`src/rtl/div_pkg.sv`:
```
// Shared types for the iterative integer divider.
package div_pkg;

  typedef enum logic [1:0] {
    DIV  = 2'd0,
    DIVU = 2'd1,
    REM  = 2'd2,
    REMU = 2'd3
  } div_op_t;

  typedef enum logic [1:0] {
    IDLE = 2'd0,
    CALC = 2'd1,
    DONE = 2'd2
  } div_state_t;

endpackage

```
`src/rtl/div_unit.sv`:
```
// Restoring divider on operand magnitudes, one quotient bit per cycle, then sign fix-up.
// Latency DATA_WIDTH+1 cycles (1 for a zero divisor); holds the result until out_ready.
module div_unit
  import div_pkg::*;
#(
  parameter int DATA_WIDTH = 32
) (
  input  logic                  clk,
  input  logic                  rst,
  input  logic                  in_valid,
  output logic                  in_ready,
  input  div_op_t               op,
  input  logic [DATA_WIDTH-1:0] opr_a,
  input  logic [DATA_WIDTH-1:0] opr_b,
  output logic                  out_valid,
  input  logic                  out_ready,
  output logic [DATA_WIDTH-1:0] opr_result
);

  localparam int CW = $clog2(DATA_WIDTH);

  div_state_t            r_state;
  div_state_t            w_state_nxt;
  div_op_t               r_op;
  logic [DATA_WIDTH-1:0] r_rem;
  logic [DATA_WIDTH-1:0] r_quo;
  logic [DATA_WIDTH-1:0] r_div;
  logic [CW-1:0]         r_cnt;
  logic                  r_neg_q;
  logic                  r_neg_r;

  logic                  w_accept;
  logic                  w_signed;
  logic                  w_a_neg;
  logic                  w_b_neg;
  logic [DATA_WIDTH-1:0] w_a_mag;
  logic [DATA_WIDTH-1:0] w_b_mag;
  logic [DATA_WIDTH:0]   w_shift;
  logic                  w_ge;
  logic [DATA_WIDTH-1:0] w_diff;
  logic [DATA_WIDTH-1:0] w_q_fix;
  logic [DATA_WIDTH-1:0] w_r_fix;

  assign w_accept = in_valid && (r_state == IDLE);
  assign w_signed = (op == DIV) || (op == REM);
  assign w_a_neg  = w_signed && opr_a[DATA_WIDTH-1];
  assign w_b_neg  = w_signed && opr_b[DATA_WIDTH-1];
  // Negating the most-negative value yields 2^(W-1), which is its correct unsigned magnitude.
  assign w_a_mag  = w_a_neg ? (~opr_a + 1'b1) : opr_a;
  assign w_b_mag  = w_b_neg ? (~opr_b + 1'b1) : opr_b;

  // The partial remainder stays below the divisor, so the shifted value needs one extra bit
  // and a successful trial difference always fits back into DATA_WIDTH bits.
  assign w_shift  = {r_rem, r_quo[DATA_WIDTH-1]};
  assign w_ge     = w_shift >= {1'b0, r_div};
  assign w_diff   = w_shift[DATA_WIDTH-1:0] - r_div;

  assign w_q_fix  = r_neg_q ? (~r_quo + 1'b1) : r_quo;
  assign w_r_fix  = r_neg_r ? (~r_rem + 1'b1) : r_rem;

  always_ff @(posedge clk) begin
    if (rst) r_state <= IDLE;
    else     r_state <= w_state_nxt;
  end

  always_comb begin
    w_state_nxt = r_state;
    in_ready    = 1'b0;
    out_valid   = 1'b0;
    opr_result  = '0;
    case (r_state)
      IDLE: begin
        in_ready = 1'b1;
        if (in_valid) w_state_nxt = (opr_b == '0) ? DONE : CALC;
      end
      CALC: begin
        if (r_cnt == '0) w_state_nxt = DONE;
      end
      DONE: begin
        out_valid  = 1'b1;
        opr_result = ((r_op == REM) || (r_op == REMU)) ? w_r_fix : w_q_fix;
        if (out_ready) w_state_nxt = IDLE;
      end
      default: w_state_nxt = IDLE;
    endcase
  end

  always_ff @(posedge clk) begin
    if (rst) begin
      r_op    <= DIV;
      r_rem   <= '0;
      r_quo   <= '0;
      r_div   <= '0;
      r_cnt   <= '0;
      r_neg_q <= 1'b0;
      r_neg_r <= 1'b0;
    end else if (w_accept) begin
      r_op  <= op;
      r_div <= w_b_mag;
      r_cnt <= CW'(DATA_WIDTH - 1);
      if (opr_b == '0) begin
        // Divide by zero: all-ones quotient, dividend as remainder, no fix-up.
        r_quo   <= '1;
        r_rem   <= opr_a;
        r_neg_q <= 1'b0;
        r_neg_r <= 1'b0;
      end else begin
        r_quo   <= w_a_mag;
        r_rem   <= '0;
        r_neg_q <= w_a_neg ^ w_b_neg;
        r_neg_r <= w_a_neg;
      end
    end else if (r_state == CALC) begin
      r_rem <= w_ge ? w_diff : w_shift[DATA_WIDTH-1:0];
      r_quo <= {r_quo[DATA_WIDTH-2:0], w_ge};
      r_cnt <= r_cnt - 1'b1;
    end
  end

endmodule
```
`config.mk`:
```
export PLATFORM = sky130hd
export DESIGN_NAME = div_unit
export DESIGN_NICKNAME = d
export VERILOG_FILES = /design/src/rtl/div_pkg.sv /design/src/rtl/div_unit.sv
export SDC_FILE = /design/constraint.sdc
export NUM_CORES = 1
export LEC_CHECK = 0
export CAP_MARGIN = 20
export CORE_MARGIN = 2
export CORE_UTILIZATION = 45
export DETAILED_ROUTE_END_ITERATION = 7
export GPL_ROUTABILITY_DRIVEN = 0
export GPL_TIMING_DRIVEN = 0
export PLACE_DENSITY = 0.66
export SLEW_MARGIN = 20
export SYNTH_ARGS = -nofsm -noshare
export SYNTH_HDL_FRONTEND = slang
export SYNTH_SLANG_ARGS = --single-unit
```
`constraint.sdc`:
```
create_clock -name clk -period 11.1 [get_ports clk]
set_input_delay 2.775 -clock clk [delete_from_list [all_inputs] [get_ports clk]]
set_output_delay 2.775 -clock clk [all_outputs]
set_load 0.01 [all_outputs]
```
==> impl_metrics.json <==
{
  "area_growth_pct": 17.7,
  "port_buffers": 103,
  "setup_viol": 0,
  "drive_gt1_share_pct": 3.22,
  "viasPerCell": 6.23,
  "grt_max_degree": 17,
  "p_sw_mw": 1.05,
  "startpoint_type": "flip-flop",
  "fmax_mhz": 133,
  "crit_chain": "clkbuf_1 -> or4_1 -> nor4_1 -> nand3_1 -> or3_1 -> or4_1 -> o31ai_1 -> xnor2_1 -> nor2_1 -> a211oi_1 -> clkdlybuf4s50_1",
  "r2r_end": "r_rem[28]",
  "wl_per_cell_um": 20.7,
  "overflow": 0,
  "ys_async_sr_fraction_pct": 0,
  "hold_viol": 0,
  "avgSynthCellArea_um2": 7.30,
  "reg2reg_depth": 11,
  "finalNonFillerCells": 1667,
  "synthSimpleGateAreaFrac_pct": 21.1,
  "synthAdderAreaFrac_pct": 5.31,
  "grt_antenna_before_repair": 0,
  "clk_pin_slew_ns": 0.07,
  "slew-limit-headroom_pct": 41.4,
  "hold_class": "reg2reg",
  "critical_path.max_fanout": 7,
  "internal_power_mw": 1.14,
  "cts_sinks": 106,
  "grt_pass1_vias": 9592,
  "final_max_slew_viol_count": 0,
  "worst_slew_pin_slew_ns": 0.880,
  "synthXorXnorAreaFrac_pct": 12.8,
  "dpl.cell_count": 1651,
  "syn_area_mm2": 0.00933,
  "io_pins": 104,
  "setup.worst_path.start": "r_quo[2]",
  "die_h_um": 148,
  "dr.pass1.iters": 5,
  "drc_errors": 0,
  "crit_end": "opr_result[31]",
  "cts-root-buf": "clkbuf_16",
  "maxCapViolCount": 0,
  "critPathKind": "reg2out",
  "reg2reg_slack_ns": 7.11,
  "cts_hold_buf": 0,
  "cts_tree": "yes",
  "syn_nets": 1387,
  "crit_arrival_ns": 4.77,
  "nets": 1501,
  "die_area_mm2": 0.0219,
  "final.period_utilization_pct": 67.9,
  "insertion_delay_ns": 0.36,
  "coreArea_mm2": 0.0203,
  "crit_top_cell": "or4_1",
  "cellLeakagePower_nw": 3.94,
  "p_seq_share_pct": 25.9,
  "peakVddDrop_uv": 107,
  "ys_seq_elements": 106,
  "htree_num_levels": 3,
  "crit_slowest_cell": "or4_1",
  "drt_wl_total_um": 34500,
  "die_w_um": 148,
  "hpwl_um": 27100,
  "via_count": 10400,
  "nFillCells": 2075,
  "sw_frac_of_total_pct": 48.0,
  "synth_mux_area_share_pct": 1.64,
  "power_density_mw_per_mm2": 199,
  "period_minus_slack_ns": 7.54,
  "clock_path_buffers": 2,
  "cts-buffers-inserted": 9,
  "groute.usage.overall_pct": 31.0,
  "r2r_start": "r_rem[5]",
  "slowest_delay_ns": 0.62,
  "clock-skew-final_ns": 0.00776,
  "synth_top_family_by_area": "compound AO/OA/AOI/OAI gates",
  "synth_compound_area_share_pct": 30.7,
  "ant_nets": 0,
  "grt_pass1_wl_um": 53100,
  "status": "complete, no violations",
  "power_frac_clock_pct": 14.6,
  "crit_required_ns": 8.33,
  "cp-end-kind": "output port",
  "drt_iter0_markers": 1057,
  "synth_ff_type": "dfxtp_1",
  "initial_utilization_pct": 46.0,
  "synth_edf_count": 0,
  "rsz0062_at_grt": "false",
  "finalPower_mw": 2.19,
  "p_comb_share_pct": 59.5,
  "rows": 52,
  "seq_area_frac_synth_pct": 22.7,
  "synthDistinctLibCells": 70,
  "cts_setup_buffers": 0,
  "insertedDiodeCount": 0,
  "synthCells": 1278,
  "ctsResizeCount": 0,
  "synth-warning-count": 0,
  "fin_setup_tns_ns": 0
}
## power groups by stage
stage	Combinational, mW	Sequential, mW	Clock [mW]
after floorplan	0.947	0.530	0
after global placement	1.26	0.571	0
after detailed placement	1.27	0.572	0
after CTS	1.28	0.563	0.322
after global routing	1.43	0.575	0.334
final	1.30	0.566	0.321
## stage by stage
| step | cell area [um2] | setup WS, ns | hold WS (ns) | utilization [%] |
|---|---|---|---|---|
| global route | 11000 | 3.30 | 0.477 | 54.1 |
| global placement | 10700 | 4.12 | 0.442 | 52.7 |
| floorplan | 9330 | 5.30 | 0.432 | - |
| detailed placement | 10700 | 4.12 | 0.444 | 52.7 |
| finish | 11000 | 3.56 | 0.454 | 54.1 |
| CTS | 11000 | 3.71 | 0.454 | 54.0 |
## layer usage
| metal | part of all wire, % | global-route usage [%] |
|---|---|---|
| met2 | 43 | 47.4 |
| met5 | 0 | 0 |
| met3 | 9.9 | 5.99 |
| met4 | 3.6 | 11.4 |
| met1 | 43 | 43.5 |
## flip-flops by register name, summed over array words and instances (netlist names)
| signal | count |
|---|---|
| r_rem | 32 |
| r_quo | 32 |
| r_div | 32 |
| r_neg_r | 1 |
| r_state | 2 |
| r_cnt | 5 |
| r_neg_q | 1 |
| r_op | 1 |
## cell families (layout without fill, tap and decap cells)
group,after synthesis,count (layout)
AND/OR/NAND/NOR,419,419
flip-flops,106,106
AO/OA/AOI/OAI,424,424
buffers and inverters,140,259
XOR/XNOR,136,136
multiplexers,14,14
adder cells (fa/ha/maj),39,39
## critical path: cells and delay by family (launching register included)
kind | cells | cell delay, ns
buffers and inverters | 2 | 0.79
AO/OA/AOI/OAI | 2 | 0.91
XOR/XNOR | 1 | 0.18
flip-flops | 1 | 0.30
AND/OR/NAND/NOR | 6 | 2.21
## Yosys cell counts (22+ instances only)
master,n,share of area [%]
nor2_1,157,6.3
a21oi_1,130,7.0
nand2_1,113,4.5
dfxtp_1,106,23
clkbuf_1,72,2.9
xnor2_1,71,6.7
xor2_1,65,6.1
a211oi_1,63,5.1
inv_1,60,2.4
o21ai_0,59,3.2
ha_1,38,5.1
nor3_1,35,1.9
o221ai_1,29,2.7
o31ai_1,22,1.8
## layout make-up
| class | instances | area, um2 | share of cell area, % |
|---|---|---|---|
| multi-input combinational | 1032 | 6680 | 60.9 |
| sequential | 106 | 2120 | 19.3 |
| tap | 270 | 338 | 3.08 |
| buffer | 80 | 309 | 2.82 |
| clock inverter | 4 | 26.3 | 0.239 |
| inverter | 60 | 225 | 2.05 |
| clock buffer | 12 | 246 | 2.25 |
| timing repair buffer | 103 | 1030 | 9.39 |
## worst min path at each step
stage / startpoint / endpoint / slack (ns) / cells past startpoint
2_1_floorplan: r_div[20] / r_div[20] / 0.43 / 2
3_3_place_gp: r_div[20] / r_div[20] / 0.44 / 2
3_5_place_dp: r_div[22] / r_div[22] / 0.44 / 2
4_1_cts: r_div[22] / r_div[22] / 0.45 / 2
5_1_grt: r_div[22] / r_div[22] / 0.48 / 2
6_report: r_div[22] / r_div[22] / 0.45 / 2
## layout by cell type (no fill, tap or decap), drive strengths merged, types with 23 or more instances in the layout
cell / instances
o31ai: 23
a211oi: 63
nor3: 36
xor2: 65
inv: 61
dfxtp: 106
clkdlybuf4s50: 103
o21ai: 60
nor2: 158
a21oi: 130
o221ai: 29
clkbuf: 84
ha: 38
xnor2: 71
nand2: 113
No activity file was read; power rests on OpenSTA's default activity.
